File: src/rtl/shift8_pkg.sv
// Shared types and widths for the shift8 delay-line controller.
package shift8_pkg;

  localparam int DATA_W_DEFAULT = 8;
  localparam int DELAY_W        = 2;
  localparam int STALL_CNT_W    = 16;

  typedef enum logic {
    RUN   = 1'b0,
    DRAIN = 1'b1
  } state_t;

endpackage

File: src/rtl/shift8_valid_track.sv
// Valid shadow of the three delay-line stages; picks the bit
// that lines up with the selected tap.
module shift8_valid_track
  import shift8_pkg::*;
(
  input  logic               clk,
  input  logic               rst,
  input  logic               push,
  input  logic [DELAY_W-1:0] sel,
  output logic               valid_at_tap
);

  logic [2:0] v;

  always_ff @(posedge clk) begin
    if (rst) begin
      v <= '0;
    end else begin
      v <= {v[1:0], push};
    end
  end

  always_comb begin
    valid_at_tap = 1'b0;
    unique case (1'b1)
      (sel == 2'd0): valid_at_tap = push;
      (sel == 2'd1): valid_at_tap = v[0];
      (sel == 2'd2): valid_at_tap = v[1];
      (sel == 2'd3): valid_at_tap = v[2];
      default:       valid_at_tap = 1'b0;
    endcase
  end

endmodule

File: src/rtl/shift8_ctrl.sv
// Stream controller for the 4-tap delay line with drained delay changes.
// SHIFT8_CTRL_STALL_CNT_EN adds the saturating stall_cnt output.
module shift8_ctrl
  import shift8_pkg::*;
#(
  parameter int DATA_W = DATA_W_DEFAULT
) (
  input  logic               clk,
  input  logic               rst,
  input  logic               in_valid,
  input  logic [DATA_W-1:0]  in_data,
  output logic               in_ready,
  input  logic               cfg_valid,
  input  logic [DELAY_W-1:0] cfg_delay,
  output logic               cfg_ready,
  output logic [DATA_W-1:0]  dl_d,
  output logic [DELAY_W-1:0] dl_sel,
  input  logic [DATA_W-1:0]  dl_q,
  output logic               out_valid,
  output logic [DATA_W-1:0]  out_data,
  output logic               busy
`ifdef SHIFT8_CTRL_STALL_CNT_EN
  ,
  output logic [STALL_CNT_W-1:0] stall_cnt
`endif
);

  state_t             state, state_n;
  logic [DELAY_W-1:0] sel_q, sel_n;
  logic [DELAY_W-1:0] nd_q, nd_n;
  logic [DELAY_W-1:0] cnt_q, cnt_n;

  always_ff @(posedge clk) begin
    if (rst) begin
      state <= RUN;
      sel_q <= '0;
      nd_q  <= '0;
      cnt_q <= '0;
    end else begin
      state <= state_n;
      sel_q <= sel_n;
      nd_q  <= nd_n;
      cnt_q <= cnt_n;
    end
  end

  always_comb begin
    state_n   = state;
    sel_n     = sel_q;
    nd_n      = nd_q;
    cnt_n     = cnt_q;
    in_ready  = 1'b0;
    cfg_ready = 1'b0;
    busy      = 1'b0;
    unique case (state)
      RUN: begin
        in_ready  = 1'b1;
        cfg_ready = 1'b1;
        if (cfg_valid) begin
          nd_n  = cfg_delay;
          cnt_n = sel_q;
          // nothing in flight at tap 0, switch at once
          if (sel_q == '0) begin
            sel_n = cfg_delay;
          end else begin
            state_n = DRAIN;
          end
        end
      end
      DRAIN: begin
        busy  = 1'b1;
        cnt_n = cnt_q - 2'd1;
        if (cnt_q == 2'd1) begin
          state_n = RUN;
          sel_n   = nd_q;
        end
      end
      default: state_n = RUN;
    endcase
  end

  shift8_valid_track u_track (
    .clk          (clk),
    .rst          (rst),
    .push         (in_valid & in_ready),
    .sel          (sel_q),
    .valid_at_tap (out_valid)
  );

  assign dl_d     = in_data;
  assign dl_sel   = sel_q;
  assign out_data = dl_q;

`ifdef SHIFT8_CTRL_STALL_CNT_EN
  always_ff @(posedge clk) begin
    if (rst) begin
      stall_cnt <= '0;
    end else if (in_valid && !in_ready && stall_cnt != '1) begin
      stall_cnt <= stall_cnt + 1'b1;
    end
  end
`endif

endmodule

File: config.mk
export PLATFORM = sky130hd
export DESIGN_NAME = shift8_ctrl
export DESIGN_NICKNAME = d
export VERILOG_FILES = /design/src/rtl/shift8_pkg.sv /design/src/rtl/shift8_valid_track.sv /design/src/rtl/shift8_ctrl.sv
export SDC_FILE = /design/constraint.sdc
export NUM_CORES = 1
export LEC_CHECK = 0
export ABC_CLOCK_PERIOD_IN_PS = 2600
export CAP_MARGIN = 10
export CORE_MARGIN = 1
export CORE_UTILIZATION = 34
export DETAILED_ROUTE_END_ITERATION = 12
export PLACE_DENSITY = 0.94
export SYNTH_ARGS = -nofsm -noshare
export SYNTH_HDL_FRONTEND = slang
export SYNTH_HIERARCHICAL = 1
export SYNTH_SLANG_ARGS = --single-unit
File: constraint.sdc
create_clock -name clk -period 2.6 [get_ports clk]
set_input_delay 0.26 -clock clk [delete_from_list [all_inputs] [get_ports clk]]
set_output_delay 0.26 -clock clk [all_outputs]
set_load 0.03 [all_outputs]
==> results.cfg, run 1 <==
[placed_design]
gp_congestion = 0.674
numPortBuffers = 11

[worst_setup_path]
endpoint_kind = primary output
startpoint_type = flop
path_buf_inv = 1
crit_type = reg -> out
critPathArrivalTime_ns = 1.97
worst-path-max-fanout = 9
path_cells = and2b_1 -> mux4_2 -> clkdlybuf4s50_1
cpMaxStageDelayCell = clkdlybuf4s50_1
worst_path_dominant_cell_family = buffers and inverters
cp_data_required_time_ns = 2.34
max_stage_delay_ns = 0.60
r2r_slack_ns = 1.34

[yosys]
seq_area_frac_synth_pct = 36.7
syn_avg_cell_area_sq_um = 8.94
synth.net_count = 84
synth_edf_count = 0
yosysTopAreaCell = dfxtp_1
synth-seq-cells = 10
yosys_warnings = 6
synth.area.top_cells = dfxtp_1 (37%), buf_4 (23%), nor2b_1 (5.7%), mux4_2 (4.1%), nor2_1 (4.1%)
syn-instance-count = 61
synth_top_area_share_pct = 36.7
async_flop_share_pct = 0
synth.distinct_cells = 18
synth_area_sq_um = 546
synth_top_flop_cell = dfxtp_1

[power]
clkPwrFrac_pct = 34.7
p_seq_share_pct = 43.4
peakVddDrop_v = 0.000229
switchingPower_w = 0.000114
power.internal_w = 0.000297
power_leakage_nw = 0.227
power_w = 0.000411
p_comb_share_pct = 21.8
swShare_pct = 27.8
cellPowerDensity_nw_per_um2 = 710

[final_layout]
diodes = 0
layout-drive-gt1-share_pct = 10.3
final_nets = 82
layout_commonest_cell = clkdlybuf4s50_1
syn_to_final_growth_pct = 6.19
layout_common_cells = clkdlybuf4s50_1 (11), dfxtp_1 (10), nor2_1 (6), nor2b_1 (5), inv_1 (4)
nFillCells = 152

[hold_path]
hold_path_class = reg -> reg

[floorplan]
initial_core_util_pct = 36.2
core_sq_um = 1510
rows = 14
dieHeight_microns = 42.1
io_pins = 44
die_area_sq_um = 1770
dieWidth_microns = 42.1

[cts]
cts-root-buf = clkbuf_4
worstSkewPairLatency_ns = 0.27
cts.sinks = 10
numCtsBuffers = 3
cts_buffer_depth = 2
postCtsHoldBufs = 0
cts_resized = 0
cts_tree = built
cts_setup_buffers = 0
h-tree-depth = 1
clkSlewWorstSetupHoldPaths_ns = 0.07

[timing]
layout_min_cycle_time_ns = 2.23
rsz0062_at_grt = no
final-hold-violation-count = 0
worstMarginPinSlew_ns = 0.432
relSlewSlack_pct = 71.1
setup_viol = 0
setup_tns_ns = 0
max_freq_ghz = 0.448
clock-skew-final_ns = 0.00104
slew_viol_final = 0
min_period_over_period_pct = 85.8

[drt]
drc_errors = 0
wire_per_inst_microns = 11.8
num_vias = 366
drt_iter0_markers = 2
drt-total-wl_microns = 870
first_pass_iters = 4
viasPerCell = 4.95
ant_nets = 0

[global_routing]
antenna_found_initial = 0
grt_usage_pct = 10.2
grt_first_pass_wirelength_microns = 1330
grt.overflow.total = 0
grt_pass1_vias = 335
grt_max_degree = 11

[outcome]
status = complete, no violations

[job]
maxCapViolations = 0
## logic make-up after synthesis
family	share of synthesized area [%]
AO/OA/AOI/OAI	9.40
adder cells (fa/ha/maj)	2.29
buffers and inverters	27.1
flip-flops	36.7
multiplexers	9.86
AND/OR/NAND/NOR	14.7
## power groups by stage
stage          registers [W]   logic, W  clock network (W)
6_report            0.000179  0.0000898           0.000143
5_1_grt             0.000182  0.0000961           0.000152
4_1_cts             0.000179  0.0000906           0.000146
3_5_place_dp        0.000182  0.0000908                  0
3_3_place_gp        0.000181  0.0000886                  0
2_1_floorplan       0.000189  0.0000963                  0
## routing by layer
layer | up-vias | routed length (microns) | track usage [%]
met5 | - | 0 | 0
li1 | 182 | - | -
met1 | 166 | 315 | 10.1
met3 | 3 | 97 | 3.45
met2 | 15 | 435 | 17.8
met4 | 0 | 21 | 6.88
## per-stage QoR
| step | instances | util, % | worst slack (ns) | hold slack [ns] | area [sq um] |
|---|---|---|---|---|---|
| after floorplan | 61 | - | 0.978 | 0.329 | 546 |
| after global placement | 70 | 36.0 | 0.490 | 0.450 | 543 |
| after detailed placement | 70 | 36.0 | 0.492 | 0.464 | 543 |
| after CTS | 74 | 38.5 | 0.360 | 0.474 | 579 |
| after global routing | 74 | 38.5 | 0.281 | 0.488 | 579 |
| final | 74 | 38.5 | 0.368 | 0.472 | 579 |
## layout make-up
cell class	instances	area, sq um	area share (%)
sequential	10	200	34.6
multi-input combinational	29	198	34.1
timing repair buffer	11	110	19.0
clock buffer	4	36.3	6.26
tap	16	20.0	3.46
inverter	4	15.0	2.59
## final timing paths
path | to | depth (start not counted) | start
max reg2reg | dl_sel[0]$_SDFFE_PP0P_ | 3 | state$_SDFF_PP0_
min | u_track/v[1]$_SDFF_PP0_ | 1 | u_track/v[0]$_SDFF_PP0_
min reg2reg | u_track/v[1]$_SDFF_PP0_ | 1 | u_track/v[0]$_SDFF_PP0_
max | out_valid | 3 | state$_SDFF_PP0_
## synthesized netlist by cell type, types with 2 or more instances
| cell | instances |
|---|---|
| a211oi_1 | 2 |
| a21oi_1 | 2 |
| a31oi_1 | 2 |
| buf_4 | 17 |
| dfxtp_1 | 10 |
| inv_1 | 4 |
| mux2i_1 | 2 |
| nand2_1 | 3 |
| nor2_1 | 6 |
| nor2b_1 | 5 |
## state kept, by name (all words and copies together) (netlist names)
signal and flops:
u_track/v 3, cnt_q 2, dl_sel 2, nd_q 2, state 1
Power figures use the tool's default switching activity.
==> run 2, diff against run 1 <==
Settings changed: ABC_CLOCK_PERIOD_IN_PS 2600 to 2000, CORE_UTILIZATION 34 to 24, CTS_BUF_LIST set to sky130_fd_sc_hd__clkbuf_4 sky130_fd_sc_hd__clkbuf_8 sky130_fd_sc_hd__clkbuf_16, PLACE_DENSITY 0.94 to 0.75.
Clock period 2.6 ns to 2 ns, I/O delays scaled along.
==> results.cfg, run 2 (synthesis gave the netlist of run 1 again) <==
[hold_path]
hold_path_class = in -> out

[timing]
worst_slack_ns = 0.207
slew_viol_final = 0
setup_viol = 0
max_freq_ghz = 0.558
hold_slack_ns = 0.400
relSlewSlack_pct = 70.7
rsz0062_at_grt = no
setup_tns_ns = 0
final-hold-violation-count = 0
clock-skew-final_ns = 0.00453
min_period_over_period_pct = 89.6
worstMarginPinSlew_ns = 0.439
layout_min_cycle_time_ns = 1.79

[placed_design]
post-place-cells = 82
numPortBuffers = 11
dp_slack_ns = -0.00425
gp_congestion = 0.665
placed_area_sq_um = 564

[outcome]
status = complete, no violations

[final_layout]
final_nets = 83
layout-drive-gt1-share_pct = 11.9
fin_cells = 86
layout_common_cells = dfxtp_1 (10), clkdlybuf4s50_1 (10), nor2_1 (6), nor2b_1 (5), inv_1 (4)
largest_reg_flops = 3
top_register = u_track/v
syn_to_final_growth_pct = 9.86
final_area_sq_um = 599
diodes = 0

[drt]
first_pass_iters = 4
drc_errors = 0
wire_per_inst_microns = 9.60
viasPerCell = 4.22
num_vias = 363
drt_iter0_markers = 4
ant_nets = 0
drt-total-wl_microns = 826

[power]
cellPowerDensity_nw_per_um2 = 875
power_leakage_nw = 0.234
peakVddDrop_v = 0.000345

[worst_setup_path]
endpoint_kind = primary output
cp_data_required_time_ns = 1.80
startpoint_type = flop
crit_type = reg -> out
critPathArrivalTime_ns = 1.59
worst-path-max-fanout = 6

[cts]
numCtsBuffers = 3
worstSkewPairLatency_ns = 0.26
cts-root-buf = clkbuf_4
cts_tree = built
cts.sinks = 10
cts_setup_buffers = 0
clkSlewWorstSetupHoldPaths_ns = 0.06
h-tree-depth = 1
cts_buffer_depth = 2

[job]
maxCapViolations = 0

[global_routing]
grt_pass1_vias = 357
antenna_found_initial = 0
grt_max_degree = 11
grt_usage_pct = 8.25
grt.overflow.total = 0
grt_first_pass_wirelength_microns = 1460

[floorplan]
core_sq_um = 2040
initial_core_util_pct = 26.7
io_pins = 44
dieHeight_microns = 49.7
dieWidth_microns = 49.7
rows = 16
die_area_sq_um = 2470
==> run 2: worst paths after layout <==
check	from	end	slack, ns	depth (start not counted)
max	dl_sel[0]$_SDFFE_PP0P_	out_valid	0.21	2
min	dl_q[7]	out_data[7]	0.40	0
min reg2reg	u_track/v[1]$_SDFF_PP0_	u_track/v[2]$_SDFF_PP0_	0.47	1
max reg2reg	state$_SDFF_PP0_	dl_sel[1]$_SDFFE_PP0P_	0.72	4
==> run 2: worst max-delay path: stages, from the launching register on <==
cell and delay, ns:
dfxtp_1 0.44, mux4_2 0.52, dlygate4sd2_1 0.37
==> run 2: final cells by class <==
class / count / area [sq um]
clock buffers: 4 / 36.3
repair buffers: 12 / 116
fillers: 218 / 1440
well taps: 27 / 33.8
flip-flops and latches: 10 / 200
inverters: 4 / 15.0
multi-input cells: 29 / 198
==> run 2: power breakdown <==
group | leakage (nW) | switching [W] | internal, W | total [W]
Clock | 0.0210 | 0.0000633 | 0.000110 | 0.000174
Sequential | 0.0822 | 0.0000135 | 0.000216 | 0.000230
Combinational | 0.131 | 0.0000619 | 0.0000593 | 0.000121
Total | 0.234 | 0.000139 | 0.000386 | 0.000524
==> run 2: stage by stage <==
step	utilization (%)	total power, W
after CTS	29.4	0.000535
after floorplan	-	0.000370
after global routing	29.4	0.000558
final	29.4	0.000524
after detailed placement	27.6	0.000359
after global placement	27.6	0.000355
==> run 2: what timing repair did <==
action                                  4_1_cts  5_1_grt
endpoints found under the setup margin        1        0
hold buffers                                  0        0
resized for setup                             1        0
==> run 2: layer usage <==
metal | part of all wire [%] | vias to the layer above | track usage, %
met4 | 0.48 | 0 | 4.76
met2 | 49 | 14 | 12.4
met5 | 0 | - | 0
met3 | 11 | 2 | 8.02
met1 | 39 | 168 | 6.97
li1 | - | 179 | -
